**src/rtl/sram_port_arbiter_pkg.sv**
```systemverilog
// Shared encodings and widths for the fetch/data SRAM port arbiter.
// Pure declarations: no latency, no flow control.
// Imported by the arbiter top and its optional fetch buffer.
package sram_port_arbiter_pkg;

    localparam int INS_ADDR   = 32;
    localparam int DATA_WIDTH = 32;

    localparam logic [3:0] FETCH_SEL = 4'b1111;

    typedef enum logic [1:0] {
        ARB_IDLE = 2'd0,
        ARB_IF   = 2'd1,
        ARB_MEM  = 2'd2,
        ARB_DONE = 2'd3
    } arb_state_t;

endpackage

```
**src/rtl/sram_arb_ibuf.sv**
```systemverilog
// One-entry fetch buffer {valid, word addr, instr}; present only with SRAM_ARB_IBUF_EN.
// Latency: hit is combinational on the lookup address; fill/invalidate take one edge.
// Backpressure: none; a matching store in flight suppresses the hit.
`ifdef SRAM_ARB_IBUF_EN
module sram_arb_ibuf
    import sram_port_arbiter_pkg::*;
#(
    parameter int ADDR_W = INS_ADDR,
    parameter int DATA_W = DATA_WIDTH
) (
    input  logic              clk,
    input  logic              rst_n,
    input  logic [ADDR_W-3:0] lookup_addr,
    input  logic              fill_vld,
    input  logic [ADDR_W-3:0] fill_addr,
    input  logic [DATA_W-1:0] fill_instr,
    input  logic              st_req,
    input  logic              st_launch,
    input  logic [ADDR_W-3:0] st_addr,
    output logic              hit,
    output logic [DATA_W-1:0] instr
);

    logic              valid;
    logic [ADDR_W-3:0] buf_addr;

    always_ff @(posedge clk) begin
        if (rst_n) begin
            valid    <= 1'b0;
            buf_addr <= '0;
            instr    <= '0;
        end else if (fill_vld) begin
            valid    <= 1'b1;
            buf_addr <= fill_addr;
            instr    <= fill_instr;
        end else if (st_launch && (st_addr == buf_addr)) begin
            valid    <= 1'b0;
        end
    end

    // A store to the buffered word that is about to launch must not be bypassed.
    assign hit = valid && (lookup_addr == buf_addr) && !(st_req && (st_addr == buf_addr));

endmodule
`endif

```
**src/rtl/sram_port_arbiter.sv**
```systemverilog
// Shares one single-port SRAM between fetch and data ports; data side has priority. Option: SRAM_ARB_IBUF_EN.
// Latency: request cycle 0, sram_req cycle 1, done/stall-low cycle 2 with zero-wait ack; +1 per wait state.
// Backpressure: sram_req held until sram_ack; stall requests held while a requester is unserved.
module sram_port_arbiter
    import sram_port_arbiter_pkg::*;
#(
    parameter int ADDR_W = INS_ADDR,
    parameter int DATA_W = DATA_WIDTH,
    parameter int SEL_W  = 4
) (
    input  logic              clk,
    input  logic              rst_n,
    input  logic              if_req,
    input  logic [ADDR_W-1:0] if_addr,
    output logic [DATA_W-1:0] if_rdata,
    output logic              if_stall_req,
    input  logic              mem_req,
    input  logic              mem_we,
    input  logic [SEL_W-1:0]  mem_sel,
    input  logic [ADDR_W-1:0] mem_addr,
    input  logic [DATA_W-1:0] mem_wdata,
    output logic [DATA_W-1:0] mem_rdata,
    output logic              mem_stall_req,
    output logic              sram_req,
    output logic              sram_we,
    output logic [SEL_W-1:0]  sram_sel,
    output logic [ADDR_W-1:0] sram_addr,
    output logic [DATA_W-1:0] sram_wdata,
    input  logic [DATA_W-1:0] sram_rdata,
    input  logic              sram_ack
);

    arb_state_t        state;
    logic              if_done;
    logic              mem_done;
    logic [DATA_W-1:0] if_rdata_q;
    logic              ibuf_hit;
    logic              mem_launch;
    logic              if_launch;
    logic              unused_addr_lsbs;

    assign unused_addr_lsbs = ^{if_addr[1:0], mem_addr[1:0]};

    // A data request already served this DONE cycle is not pending again.
    assign mem_launch = mem_req && !mem_done && ((state == ARB_IDLE) || (state == ARB_DONE));
    assign if_launch  = (state == ARB_IDLE) && !mem_req && if_req && !ibuf_hit;

`ifdef SRAM_ARB_IBUF_EN
    logic [DATA_W-1:0] ibuf_instr;

    sram_arb_ibuf #(
        .ADDR_W (ADDR_W),
        .DATA_W (DATA_W)
    ) u_ibuf (
        .clk         (clk),
        .rst_n       (rst_n),
        .lookup_addr (if_addr[ADDR_W-1:2]),
        .fill_vld    ((state == ARB_IF) && sram_ack && if_req),
        .fill_addr   (sram_addr[ADDR_W-1:2]),
        .fill_instr  (sram_rdata),
        .st_req      (mem_req && mem_we),
        .st_launch   (mem_launch && mem_we),
        .st_addr     (mem_addr[ADDR_W-1:2]),
        .hit         (ibuf_hit),
        .instr       (ibuf_instr)
    );

    assign if_rdata = ibuf_hit ? ibuf_instr : if_rdata_q;
`else
    assign ibuf_hit = 1'b0;
    assign if_rdata = if_rdata_q;
`endif

    assign if_stall_req  = if_req && !if_done && !ibuf_hit;
    assign mem_stall_req = mem_req && !mem_done;

    always_ff @(posedge clk) begin
        if (rst_n) begin
            state      <= ARB_IDLE;
            if_done    <= 1'b0;
            mem_done   <= 1'b0;
            if_rdata_q <= '0;
            mem_rdata  <= '0;
            sram_req   <= 1'b0;
            sram_we    <= 1'b0;
            sram_sel   <= '0;
            sram_addr  <= '0;
            sram_wdata <= '0;
        end else begin
            if_done  <= 1'b0;
            mem_done <= 1'b0;
            unique case (state)
                ARB_IDLE, ARB_DONE: begin
                    if (mem_launch) begin
                        state      <= ARB_MEM;
                        sram_req   <= 1'b1;
                        sram_we    <= mem_we;
                        sram_sel   <= mem_sel;
                        sram_addr  <= {mem_addr[ADDR_W-1:2], 2'b00};
                        sram_wdata <= mem_wdata;
                    end else if (if_launch) begin
                        state      <= ARB_IF;
                        sram_req   <= 1'b1;
                        sram_we    <= 1'b0;
                        sram_sel   <= FETCH_SEL;
                        sram_addr  <= {if_addr[ADDR_W-1:2], 2'b00};
                        sram_wdata <= '0;
                    end else begin
                        state      <= ARB_IDLE;
                    end
                end
                ARB_IF: begin
                    if (sram_ack) begin
                        state    <= ARB_DONE;
                        sram_req <= 1'b0;
                        // A withdrawn fetch still completes but its result is dropped.
                        if (if_req) begin
                            if_rdata_q <= sram_rdata;
                            if_done    <= 1'b1;
                        end
                    end
                end
                ARB_MEM: begin
                    if (sram_ack) begin
                        state    <= ARB_DONE;
                        sram_req <= 1'b0;
                        if (mem_req) begin
                            if (!sram_we) begin
                                mem_rdata <= sram_rdata;
                            end
                            mem_done <= 1'b1;
                        end
                    end
                end
                default: state <= ARB_IDLE;
            endcase
        end
    end

endmodule

```
**config.mk**
```make
export PLATFORM = sky130hd
export DESIGN_NAME = sram_port_arbiter
export DESIGN_NICKNAME = d
export VERILOG_FILES = /design/src/rtl/sram_port_arbiter_pkg.sv /design/src/rtl/sram_arb_ibuf.sv /design/src/rtl/sram_port_arbiter.sv
export SDC_FILE = /design/constraint.sdc
export NUM_CORES = 1
export LEC_CHECK = 0
export ABC_AREA = 1
export ABC_CLOCK_PERIOD_IN_PS = 1500
export CAP_MARGIN = 10
export CELL_PAD_IN_SITES_DETAIL_PLACEMENT = 0
export CELL_PAD_IN_SITES_GLOBAL_PLACEMENT = 1
export CORE_UTILIZATION = 26
export CTS_BUF_LIST = sky130_fd_sc_hd__clkbuf_4
export DETAILED_ROUTE_END_ITERATION = 16
export PLACE_DENSITY = 0.84
export REMOVE_ABC_BUFFERS = 1
export SETUP_SLACK_MARGIN = 0.4
export SLEW_MARGIN = 20
export SYNTH_ARGS = -nofsm -noshare
export SYNTH_HDL_FRONTEND = slang
export SYNTH_SLANG_ARGS = --single-unit
```
**constraint.sdc**
```tcl
create_clock -name clk -period 1.5 [get_ports clk]
set_input_delay 0.3 -clock clk [delete_from_list [all_inputs] [get_ports clk]]
set_output_delay 0.3 -clock clk [all_outputs]
set_load 0.05 [all_outputs]
```
==> results.cfg <==
[flow_run]
maxCapViolations = 0

[pwr]
ir_drop_mv = 0.6829
p_leak_nw = 5.152
power_density_mw_per_mm2 = 1215

[logic_synthesis]
synth_area_mm2 = 0.005602
synth_top_cell_by_area = dfxtp_1
synthTopCellsByCount = 137 x nor2_1, 136 x dfxtp_1, 128 x nand2_1, 71 x inv_1, 71 x o21ai_0
async_reset_ff_frac = 0
synth_edf_count = 0
avgSynthCellArea_um2 = 7.191
syn_inst = 779
synthFlopType = dfxtp_1
synthTopCellsByArea = dfxtp_1 49%, nor2_1 9.2%, nand2_1 8.6%
synth_cell_types = 19
yosysSeqAreaShare = 0.4860
yosysMostFrequentCell = nor2_1
synth_top_area_frac = 0.4860
synth_warnings = 0
ys_seq_elements = 136

[grt]
met2_usage = 0.3217
grt_pass1_vias = 6036
grt_max_degree = 42
grt-busiest-layer = met2
grt_pass1_wl_um = 31790
grt_antenna_before_repair = 1
grtUsageMet3 = 0.05046
grtUsageMet1 = 0.2170
grt.total_usage = 0.1856
overflow = 0

[cts]
cts_tree = built
cts_buffers = 17
clk_latency_ns = 0.54
cts.htree.levels = 4
cts-root-buf = clkbuf_4
clk_pin_slew_worst_paths_ns = 0.15
cts_num_sinks = 136
clockBufferDepth = 2

[timing]
hold_viol = 0
setup_violations = 66
clock.fmax_ghz = 0.6230
post-route-period-util = 1.070
fin_skew_ns = 0.02374
period_needed_ns = 1.605
rsz0062_at_grt = true
fin_ws_ns = -0.1050
drv_slew = 0
tns_ns = -1.544

[placement]
place_ws_ns = -0.3849
port-buffer-count = 267
dp_hpwl_um = 14010
placed_cells = 1311
placed_cell_area_mm2 = 0.01017
gp_congestion = 0.8310

[drt]
first_pass_iters = 4
vias = 6476
ant_nets = 0
via_per_inst = 4.599
drt_iter0_drc = 190
wl_per_cell_um = 16.01
drc = 0
drt_wl_total_um = 22540

[floorplan]
initial_core_util = 0.2656
rows = 53
dieArea_mm2 = 0.02214
dieWidth_um = 148.8
die_y_um = 148.8
boundaryPins = 274
core_mm2 = 0.02109

[worst_setup_path]
cp_slowest_stage_delay_ns = 0.36
slowest_stage = dfxtp_2
crit_type = register to register
crit_chain = inv_2, ha_4, buf_6, nor2_4, nand2_8, buf_12, buf_12, buf_16, nand3_2, a21oi_1
cp-end-kind = register
required_ns = 1.93
critPathMaxFanout = 5
start_kind = register
crit_arrival_ns = 2.04
crit_path_frequent_cell = buf_12

[finish]
design_area_mm2 = 0.01246
final.fill_count = 1744
drive_gt1_frac = 0.5168
area_delta_synth_final_pct = 122.4
fin_cells = 1408
nNetsFinal = 1260

[worst_hold_path]
hold_class = input pin to register

[outcome]
violations = setup timing
status = complete, but fails checks
[final timing paths]
check,from,end,slack [ns],cells after the start
worst max-delay path,state[1],sram_wdata[20],-0.11,10
worst min-delay path,mem_wdata[17],sram_wdata[17],0.29,3
worst max register to register,state[1],sram_wdata[20],-0.11,10
worst min register to register,if_rdata[7],if_rdata[7],0.47,2
[stage by stage]
step / total power [mW] / utilization / hold WS [ns]
finish: 15.13 / 0.5908 / 0.2871
CTS: 14.65 / 0.5408 / 0.2124
global placement: 11.24 / 0.4824 / 0.4680
floorplan: 7.694 / - / 0.3691
global route: 15.92 / 0.5908 / 0.2250
detailed placement: 11.31 / 0.4824 / 0.4731
[worst max-delay path: cells and delay by family, from the launching register on]
kind | cells | cell delay [ns]
and+or+nand+nor | 3 | 0.28
AOI/OAI and AO/OA | 1 | 0.05
adders and majority gates | 1 | 0.25
buffers and inverters | 5 | 0.58
DFF | 1 | 0.36
[what timing repair did]
action / in CTS / in global routing
hold buffers: 0 / 0
setup endpoints to repair: 269 / 269
pin swaps: 22 / 51
buffers inserted: 25 / 21
gates resized for setup: 203 / 257
cloned: 7 / 11
[registers in the layout, indices dropped and copies added (netlist names)]
name	count
if_rdata	32
mem_rdata	32
sram_wdata	32
sram_addr	30
sram_sel	4
state	2
if_done	1
mem_done	1
sram_req	1
sram_we	1
[where the power goes]
| group | internal (mW) | total [mW] | switching, mW |
|---|---|---|---|
| Clock | 0.713 | 2.30 | 1.59 |
| Combinational | 3.94 | 8.08 | 4.14 |
| Sequential | 4.22 | 4.75 | 0.535 |
[final cells by class]
type | count | area (um^2) | share of cell area
Clock buffer | 18 | 135.1 | 0.01085
Sequential cell | 136 | 2953 | 0.2370
Tap cell | 275 | 344.1 | 0.02762
Timing Repair Buffer | 381 | 5499 | 0.4414
Multi-Input combinational cell | 508 | 3118 | 0.2503
Antenna cell | 1 | 2.502 | 0.0002008
Inverter | 75 | 291.5 | 0.02340
Clock inverter | 14 | 116.4 | 0.009339
[logic make-up after synthesis]
logic type | Yosys count | synth area share
other | 1 | 0.0006694
and+or+nand+nor | 363 | 0.2754
adders and majority gates | 3 | 0.006702
DFF | 136 | 0.4860
buffers and inverters | 137 | 0.1070
AOI/OAI and AO/OA | 139 | 0.1242
[cell usage in the layout, fill, tap and decap left out, drive strengths merged]
cell	netlist	routed
buf	32	239
a21oi	68	68
clkdlybuf4s50	0	131
clkinv	1	5
ha	3	3
conb	1	2
diode	0	1
nor2	137	137
clkinvlp	0	4
bufbuf	0	1
inv	74	80
nand3	67	68
nand2	128	128
clkbuf	30	26
dlygate4sd2	0	2
dfxtp	136	136
nand4	31	31
o21ai	71	71
[metal layers]
layer / routed length [um] / part of all wire / vias to the layer above
met5: 0 / 0 / -
met4: 475 / 0.021 / 0
met3: 1441 / 0.064 / 33
met2: 11590 / 0.51 / 225
met1: 9035 / 0.40 / 3022
li1: - / - / 3196
(Power assumes the default switching activity.)
